[src/rtl/fifo_wr_arbiter.sv]
// Two-requester burst write arbiter in front of a FIFO write port.
// Round-robin on ties; grants fixed-length bursts and stalls on full or reset-busy.
module fifo_wr_arbiter #(
    parameter int P_DATA_WIDTH = 32,
    parameter int P_BURST_LEN  = 16
) (
    input  logic                    clk,
    input  logic                    rst_n,
    input  logic                    req0,
    input  logic                    req1,
    output logic                    gnt0,
    output logic                    gnt1,
    input  logic                    s0_valid,
    input  logic [P_DATA_WIDTH-1:0] s0_data,
    output logic                    s0_ready,
    input  logic                    s1_valid,
    input  logic [P_DATA_WIDTH-1:0] s1_data,
    output logic                    s1_ready,
    input  logic                    fifo_full,
    input  logic                    fifo_wr_rst_busy,
    output logic                    fifo_wr_en,
    output logic [P_DATA_WIDTH-1:0] fifo_din,
    output logic                    burst_done,
    output logic                    burst_owner
);

    typedef enum logic {
        IDLE = 1'b0,
        XFER = 1'b1
    } state_t;

    localparam logic [15:0] LAST_CNT = 16'(P_BURST_LEN - 1);

    state_t      state_q, state_d;
    logic        gnt0_q, gnt0_d;
    logic        gnt1_q, gnt1_d;
    logic [15:0] cnt_q, cnt_d;
    logic        burst_done_q, burst_done_d;
    logic        burst_owner_q, burst_owner_d;
    logic        last_q, last_d;
    logic        pick;

    always_comb begin
        state_d       = state_q;
        gnt0_d        = gnt0_q;
        gnt1_d        = gnt1_q;
        cnt_d         = cnt_q;
        burst_done_d  = 1'b0;
        burst_owner_d = burst_owner_q;
        last_d        = last_q;
        pick          = 1'b0;

        s0_ready   = gnt0_q & ~fifo_full & ~fifo_wr_rst_busy;
        s1_ready   = gnt1_q & ~fifo_full & ~fifo_wr_rst_busy;
        fifo_wr_en = (s0_valid & s0_ready) | (s1_valid & s1_ready);
        fifo_din   = gnt1_q ? s1_data : s0_data;

        case (state_q)
            IDLE: begin
                // Holding off while burst_done is high guarantees one idle cycle between bursts.
                if (!fifo_wr_rst_busy && !burst_done_q && (req0 || req1)) begin
                    pick    = (req0 && req1) ? ~last_q : req1;
                    gnt0_d  = ~pick;
                    gnt1_d  = pick;
                    state_d = XFER;
                end
            end
            XFER: begin
                if (fifo_wr_en) begin
                    if (cnt_q == LAST_CNT) begin
                        gnt0_d        = 1'b0;
                        gnt1_d        = 1'b0;
                        cnt_d         = 16'd0;
                        last_d        = gnt1_q;
                        burst_done_d  = 1'b1;
                        burst_owner_d = gnt1_q;
                        state_d       = IDLE;
                    end else begin
                        cnt_d = cnt_q + 16'd1;
                    end
                end
            end
            default: state_d = IDLE;
        endcase
    end

    // Last-served resets to 1 so requester 0 wins the first tie.
    always_ff @(posedge clk or negedge rst_n) begin
        if (!rst_n) begin
            state_q       <= IDLE;
            gnt0_q        <= 1'b0;
            gnt1_q        <= 1'b0;
            cnt_q         <= 16'd0;
            burst_done_q  <= 1'b0;
            burst_owner_q <= 1'b0;
            last_q        <= 1'b1;
        end else begin
            state_q       <= state_d;
            gnt0_q        <= gnt0_d;
            gnt1_q        <= gnt1_d;
            cnt_q         <= cnt_d;
            burst_done_q  <= burst_done_d;
            burst_owner_q <= burst_owner_d;
            last_q        <= last_d;
        end
    end

    assign gnt0        = gnt0_q;
    assign gnt1        = gnt1_q;
    assign burst_done  = burst_done_q;
    assign burst_owner = burst_owner_q;

endmodule

[config.mk]
export PLATFORM = sky130hd
export DESIGN_NAME = fifo_wr_arbiter
export DESIGN_NICKNAME = d
export VERILOG_FILES = /design/src/rtl/fifo_wr_arbiter.sv
export SDC_FILE = /design/constraint.sdc
export NUM_CORES = 1
export LEC_CHECK = 0
export CAP_MARGIN = 40
export CORE_UTILIZATION = 36
export CTS_CLUSTER_SIZE = 28
export DETAILED_ROUTE_END_ITERATION = 7
export PLACE_DENSITY = 0.91
export SKIP_CTS_REPAIR_TIMING = 1
export SYNTH_ARGS = -nofsm -noshare
export SYNTH_HDL_FRONTEND = slang
export SYNTH_SLANG_ARGS = --single-unit
[constraint.sdc]
create_clock -name clk -period 3.9 [get_ports clk]
set_input_delay 0.78 -clock clk [delete_from_list [all_inputs] [get_ports clk]]
set_output_delay 0.78 -clock clk [all_outputs]
set_load 0.02 [all_outputs]
==> flow_summary.json, run 1 <==
{
  "run_status": "finished clean",
  "crit_chain": "clkdlybuf4s50_1, a22oi_4, nor3_1, clkdlybuf4s50_1",
  "stdcell_area_um2": 2670,
  "drc": 0,
  "drt_first_iter_violations": 28,
  "whs_ns": 0.491,
  "rsz0062_at_grt": "no",
  "r2r_start": "gnt1$_DFFE_PN0P_",
  "wire_per_inst_um": 16.1,
  "n_antenna_cell": 0,
  "async_reset_ff_frac": 1.00,
  "tightest_slew_ns": 0.420,
  "p_sw_w": 0.000255,
  "h-tree-depth": 1,
  "clkTransAtPathRegs_ns": 0.07,
  "placed_cell_area_um2": 2620,
  "swShare": 0.321,
  "drv_slew": 0,
  "finClkSkew_ns": 0.00144,
  "irDropWorstVdd_uv": 253,
  "io_pins": 111,
  "core_area_um2": 3770,
  "die_h_um": 65.7,
  "clockBufferDepth": 2,
  "syn-mean-instance-area_um2": 10.6,
  "finalNetCount": 322,
  "path_delay_family": "buffers and inverters",
  "drt-total-wl_um": 4750,
  "fmax_mhz": 333,
  "synth-seq-area-share": 0.377,
  "fin_crit_sh": 0.770,
  "grt_pass1_vias": 1460,
  "vias": 1508,
  "total_leakage_power_nw": 1.06,
  "via_per_inst": 5.09,
  "die_w_um": 65.7,
  "crit_start": "s0_valid",
  "synthToLayoutAreaGrowth_pct": 82.4,
  "worstSetupEndpointType": "output pin",
  "synthFlopType": "dfrtp_1",
  "period_minus_slack_ns": 3.00,
  "synth_seq_cells": 22,
  "clkLatencyLatePin_ns": 0.26,
  "min_path_type": "reg2reg",
  "critical_path.max_stage_delay_ns": 0.64,
  "fp-row-count": 22,
  "tns_ns": 0,
  "grt_pass1_wl_um": 7230,
  "hold_violations": 0,
  "synth_edf_count": 0,
  "syn_area_um2": 1460,
  "die_area_um2": 4320,
  "synth_cell_types": 34,
  "setup_violations": 0,
  "power_frac_comb": 0.476,
  "multi_input_area_um2": 883,
  "firstDrtPassIters": 4,
  "grt_usage": 0.222,
  "yosys_warnings": 0,
  "p_seq_frac": 0.344,
  "io_buffers": 110,
  "synthCells": 138,
  "grt_start_max_net_pins": 33,
  "p_clk_frac": 0.181,
  "power_density_nw_per_um2": 298,
  "synth_fp_nets": 211,
  "critPathLaunchType": "input pin",
  "ant_nets": 0,
  "intPower_w": 0.000541,
  "cap_violations": 0,
  "antenna_found_initial": 0,
  "cts_tree": "done",
  "critPathMaxFanout": 4,
  "crit_type": "in2out",
  "fillers": 283,
  "grt_overflow": 0,
  "crit_path_top_delay_cell": "clkdlybuf4s50_1",
  "initial_core_util": 0.388,
  "path_buf_inv": 2,
  "crit_required_ns": 3.12,
  "gp_congestion": 0.826,
  "seq_area_um2": 552,
  "crit_top_cell": "clkdlybuf4s50_1",
  "cts_made_buffers": 3,
  "hp-start": "cnt_q[15]$_DFFE_PN0P_",
  "clockRootBuffer": "clkbuf_8",
  "dp_hpwl_um": 3930,
  "layout-drive-gt1-share": 0.181,
  "cts.sinks": 22,
  "arrival_ns": 2.22,
  "slew_headroom": 0.718
}
sequential cells by signal, summed over array words and instances, names as in the netlist:
signal	flops
cnt_q	16
burst_done	1
state_q	1
last_q	1
gnt0	1
gnt1	1
burst_owner	1
power by group through the flow:
stage	Combinational [W]	Sequential [W]	Clock, W
2_1_floorplan	0.000190	0.000274	0
3_3_place_gp	0.000373	0.000277	0
3_5_place_dp	0.000382	0.000278	0
4_1_cts	0.000383	0.000273	0.000145
5_1_grt	0.000406	0.000278	0.000156
6_report	0.000379	0.000273	0.000144
per-layer routing:
| layer | vias to the layer above | wire length [um] | track usage |
|---|---|---|---|
| met3 | 6 | 266 | 0.0417 |
| met2 | 56 | 2670 | 0.431 |
| met1 | 724 | 1750 | 0.238 |
| met4 | 0 | 66 | 0.0598 |
| li1 | 722 | - | - |
| met5 | - | 0 | 0 |
final cells by class:
class | count | area share
multi-input combinational | 109 | 0.331
tap | 48 | 0.0225
timing repair buffer | 112 | 0.421
clock buffer | 4 | 0.0169
inverter | 1 | 0.00141
sequential | 22 | 0.207
kinds of logic after synthesis:
| kind of cell | synth area share |
|---|---|
| DFF | 0.377 |
| adders and majority gates | 0.00855 |
| xor gates and xnor gates | 0.0659 |
| muxes | 0.269 |
| buffers and inverters | 0.0188 |
| and+or+nand+nor | 0.218 |
| AOI/OAI and AO/OA | 0.0428 |
through the flow:
stage,power (W),util,instances,setup slack (ns)
2_1_floorplan,0.000464,-,138,1.55
3_3_place_gp,0.000650,0.691,291,0.940
3_5_place_dp,0.000659,0.695,292,0.903
4_1_cts,0.000802,0.707,296,0.881
5_1_grt,0.000840,0.707,296,0.842
6_report,0.000796,0.707,296,0.897
final timing paths:
kind                                                end  slack [ns]  depth (start not counted)
worst max-delay path                         fifo_wr_en        0.90                          4
worst min-delay path              cnt_q[15]$_DFFE_PN0P_        0.49                          1
worst max register to register  burst_owner$_DFFE_PN0P_        1.94                          5
worst min register to register    cnt_q[15]$_DFFE_PN0P_        0.49                          1
max in group asynchronous             state_q$_DFF_PN0_        2.70                          2
min in group asynchronous          cnt_q[0]$_DFFE_PN0P_        0.79                          1
worst reg2reg max path, delay by kind of cell (launching register included):
| kind | cells | cell delay [ns] |
|---|---|---|
| DFF | 1 | 0.47 |
| buffers and inverters | 1 | 0.42 |
| and+or+nand+nor | 2 | 0.49 |
| AOI/OAI and AO/OA | 1 | 0.14 |
| muxes | 1 | 0.34 |
synth_stat cells (2+ instances only):
master    instances  share of area
and3_1            4          0.017
clkbuf_1          3         0.0077
nand2_1          14          0.036
mux2_1            2          0.015
xnor2_1          11          0.066
buf_1             2         0.0051
a21oi_1           3          0.010
nor3b_1           2          0.010
nor2_1            3         0.0077
mux2_2           32           0.25
nor3_1            3          0.010
and2_1            2         0.0086
o21ai_0           4          0.014
nand3_1           6          0.021
dfrtp_1          21           0.36
nand4_1           8          0.034
layout by cell type (no fill, tap or decap):
cell / instances
a21oi_1: 3
a22oi_4: 1
and2_1: 2
and3_1: 4
and4_1: 1
buf_4: 1
buf_8: 1
clkbuf_1: 1
clkbuf_8: 3
clkdlybuf4s50_1: 110
dfrtp_1: 21
dfstp_2: 1
ha_1: 1
inv_1: 1
mux2_1: 2
mux2_2: 32
mux2i_1: 1
nand2_1: 14
nand2b_1: 1
nand3_1: 6
nand4_1: 8
nor2_1: 3
nor2_2: 1
nor2_4: 1
nor3_1: 3
nor3b_1: 2
nor4_1: 1
nor4_4: 1
nor4b_1: 1
nor4bb_1: 1
o21ai_0: 4
o22ai_1: 1
or2_4: 1
or3b_4: 1
or4_2: 1
xnor2_1: 11
(Power assumes the default switching activity.)
==> inputs of run 2 (changes only) <==
- CORE_UTILIZATION: 36 -> 31
- PLACE_DENSITY: 0.91 -> 0.84
- clock period: 3.9 -> 2.6 ns (I/O delays scaled with it)
==> run 2 against run 1 <==
Compared with the run above:
- the run now ends with DRC left
- first-iteration DRC count rose by 100%
- sequential share of layout area fell by 0.077 points
- sequential cell count did not move
- via count fell by 2.2%
- count of clock-buffer cells in the layout did not move
- critical path type unchanged
- largest power group unchanged
- highest routed layer unchanged
==> flow_summary.json, run 2 (synthesized netlist as in run 1, its figures left out) <==
{
  "run_status": "finished with violations",
  "violations": "DRC",
  "crit_path_top_delay_cell": "clkdlybuf4s50_1",
  "die_w_um": 70.7,
  "setup_violations": 0,
  "grt_pass1_wl_um": 6970,
  "drc": 8,
  "fin_crit_sh": 0.942,
  "placed_cell_area_um2": 2630,
  "cap_violations": 0,
  "core_area_um2": 4440,
  "antenna_found_initial": 0,
  "gp_congestion": 0.810,
  "clockBufferDepth": 2,
  "vias": 1475,
  "crit_top_cell": "clkdlybuf4s50_1",
  "fillers": 376,
  "worstSetupEndpointType": "output pin",
  "clockRootBuffer": "clkbuf_8",
  "slew_headroom": 0.737,
  "crit_type": "in2out",
  "cts_made_buffers": 3,
  "critical_path.max_stage_delay_ns": 0.64,
  "initial_core_util": 0.329,
  "drv_slew": 0,
  "largest_reg_flops": 16,
  "final_common_cell": "clkdlybuf4s50_1",
  "regMostFlops": "cnt_q",
  "swShare": 0.321,
  "clkLatencyLatePin_ns": 0.26,
  "r2r_start": "cnt_q[0]$_DFFE_PN0P_",
  "p_seq_frac": 0.343,
  "crit_start": "fifo_wr_rst_busy",
  "critPathMaxFanout": 6,
  "min_path_type": "reg2reg",
  "stdcell_count": 300,
  "grt_overflow": 0,
  "clkTransAtPathRegs_ns": 0.07,
  "grt_start_max_net_pins": 35,
  "grt_usage": 0.178,
  "stdcell_area_um2": 2680,
  "seq_area_um2": 552,
  "finClkSkew_ns": 0.00440,
  "multi_input_area_um2": 883,
  "tightest_slew_ns": 0.392,
  "drt-total-wl_um": 4590,
  "fp-row-count": 24,
  "n_antenna_cell": 0,
  "synthToLayoutAreaGrowth_pct": 83.1,
  "power_density_nw_per_um2": 450,
  "arrival_ns": 1.93,
  "ant_nets": 0,
  "layout_common_cells": "clkdlybuf4s50_1, mux2_2, dfrtp_1",
  "crit_required_ns": 2.08,
  "dp_hpwl_um": 3750,
  "crit_chain": "clkdlybuf4s50_1, nor3b_1, clkdlybuf4s50_1",
  "via_per_inst": 4.92,
  "power_frac_comb": 0.483,
  "wire_per_inst_um": 15.3,
  "drt_first_iter_violations": 56,
  "dp.cells": 296,
  "tns_ns": 0,
  "irDropWorstVdd_uv": 306,
  "post-route-util": 0.602,
  "cts.sinks": 22,
  "die_area_um2": 5000,
  "h-tree-depth": 1,
  "io_buffers": 110,
  "cts_tree": "done",
  "p_clk_frac": 0.174,
  "intPower_w": 0.000817,
  "fmax_mhz": 408,
  "rsz0062_at_grt": "no",
  "period_minus_slack_ns": 2.45,
  "firstDrtPassIters": 6,
  "total_leakage_power_nw": 1.06,
  "p_sw_w": 0.000387,
  "grt_pass1_vias": 1373,
  "hp-start": "cnt_q[15]$_DFFE_PN0P_",
  "finalNetCount": 322,
  "die_h_um": 70.7,
  "layout-drive-gt1-share": 0.181,
  "hold_violations": 0,
  "critPathLaunchType": "input pin",
  "io_pins": 111
}
run 2: changes by cell type in the layout (fill, tap and decap cells not counted):
| cell | before | now |
|---|---|---|
| buf_8 | 1 | 0 |
| buf_12 | 0 | 1 |
run 2: final timing paths:
kind	endpoint	slack, ns	depth (start not counted)
setup / recovery	s1_ready	0.15	3
hold / removal	cnt_q[15]$_DFFE_PN0P_	0.49	1
setup reg to reg	burst_owner$_DFFE_PN0P_	0.70	5
hold reg to reg	cnt_q[15]$_DFFE_PN0P_	0.49	1
max in group asynchronous	last_q$_DFFE_PN1P_	1.71	2
min in group asynchronous	cnt_q[7]$_DFFE_PN0P_	0.61	2
run 2: final cells by class:
| cell class | instances | share of cell area |
|---|---|---|
| clock buffer | 4 | 0.0168 |
| inverter | 1 | 0.00140 |
| multi-input combinational | 109 | 0.330 |
| sequential | 22 | 0.206 |
| tap | 52 | 0.0243 |
| timing repair buffer | 112 | 0.421 |
run 2: layer usage:
layer | up-vias | GRT usage | wire length [um]
met5 | - | 0 | 0
met4 | 0 | 0.0400 | 31
met3 | 4 | 0.0313 | 286
met2 | 44 | 0.298 | 2390
met1 | 699 | 0.239 | 1890
li1 | 728 | - | -
run 2: worst max-delay path: cells and delay by family:
kind / cells / cell delay [ns]
buffers and inverters: 2 / 1.16
and+or+nand+nor: 1 / 0.25
run 2: power groups by stage:
| stage | sequential [W] | clock (W) | combinational, W |
|---|---|---|---|
| CTS | 0.000412 | 0.000219 | 0.000588 |
| finish | 0.000413 | 0.000210 | 0.000581 |
| global route | 0.000419 | 0.000235 | 0.000617 |
| detailed placement | 0.000418 | 0 | 0.000584 |
| global placement | 0.000416 | 0 | 0.000576 |
| floorplan | 0.000411 | 0 | 0.000285 |
run 2: stage by stage:
step	worst slack [ns]	total power [W]	hold slack (ns)
after floorplan	0.510	0.000697	0.224
after global placement	0.153	0.000993	0.472
after detailed placement	0.151	0.00100	0.477
after CTS	0.144	0.00122	0.487
after global routing	0.0329	0.00127	0.516
final	0.151	0.00120	0.489
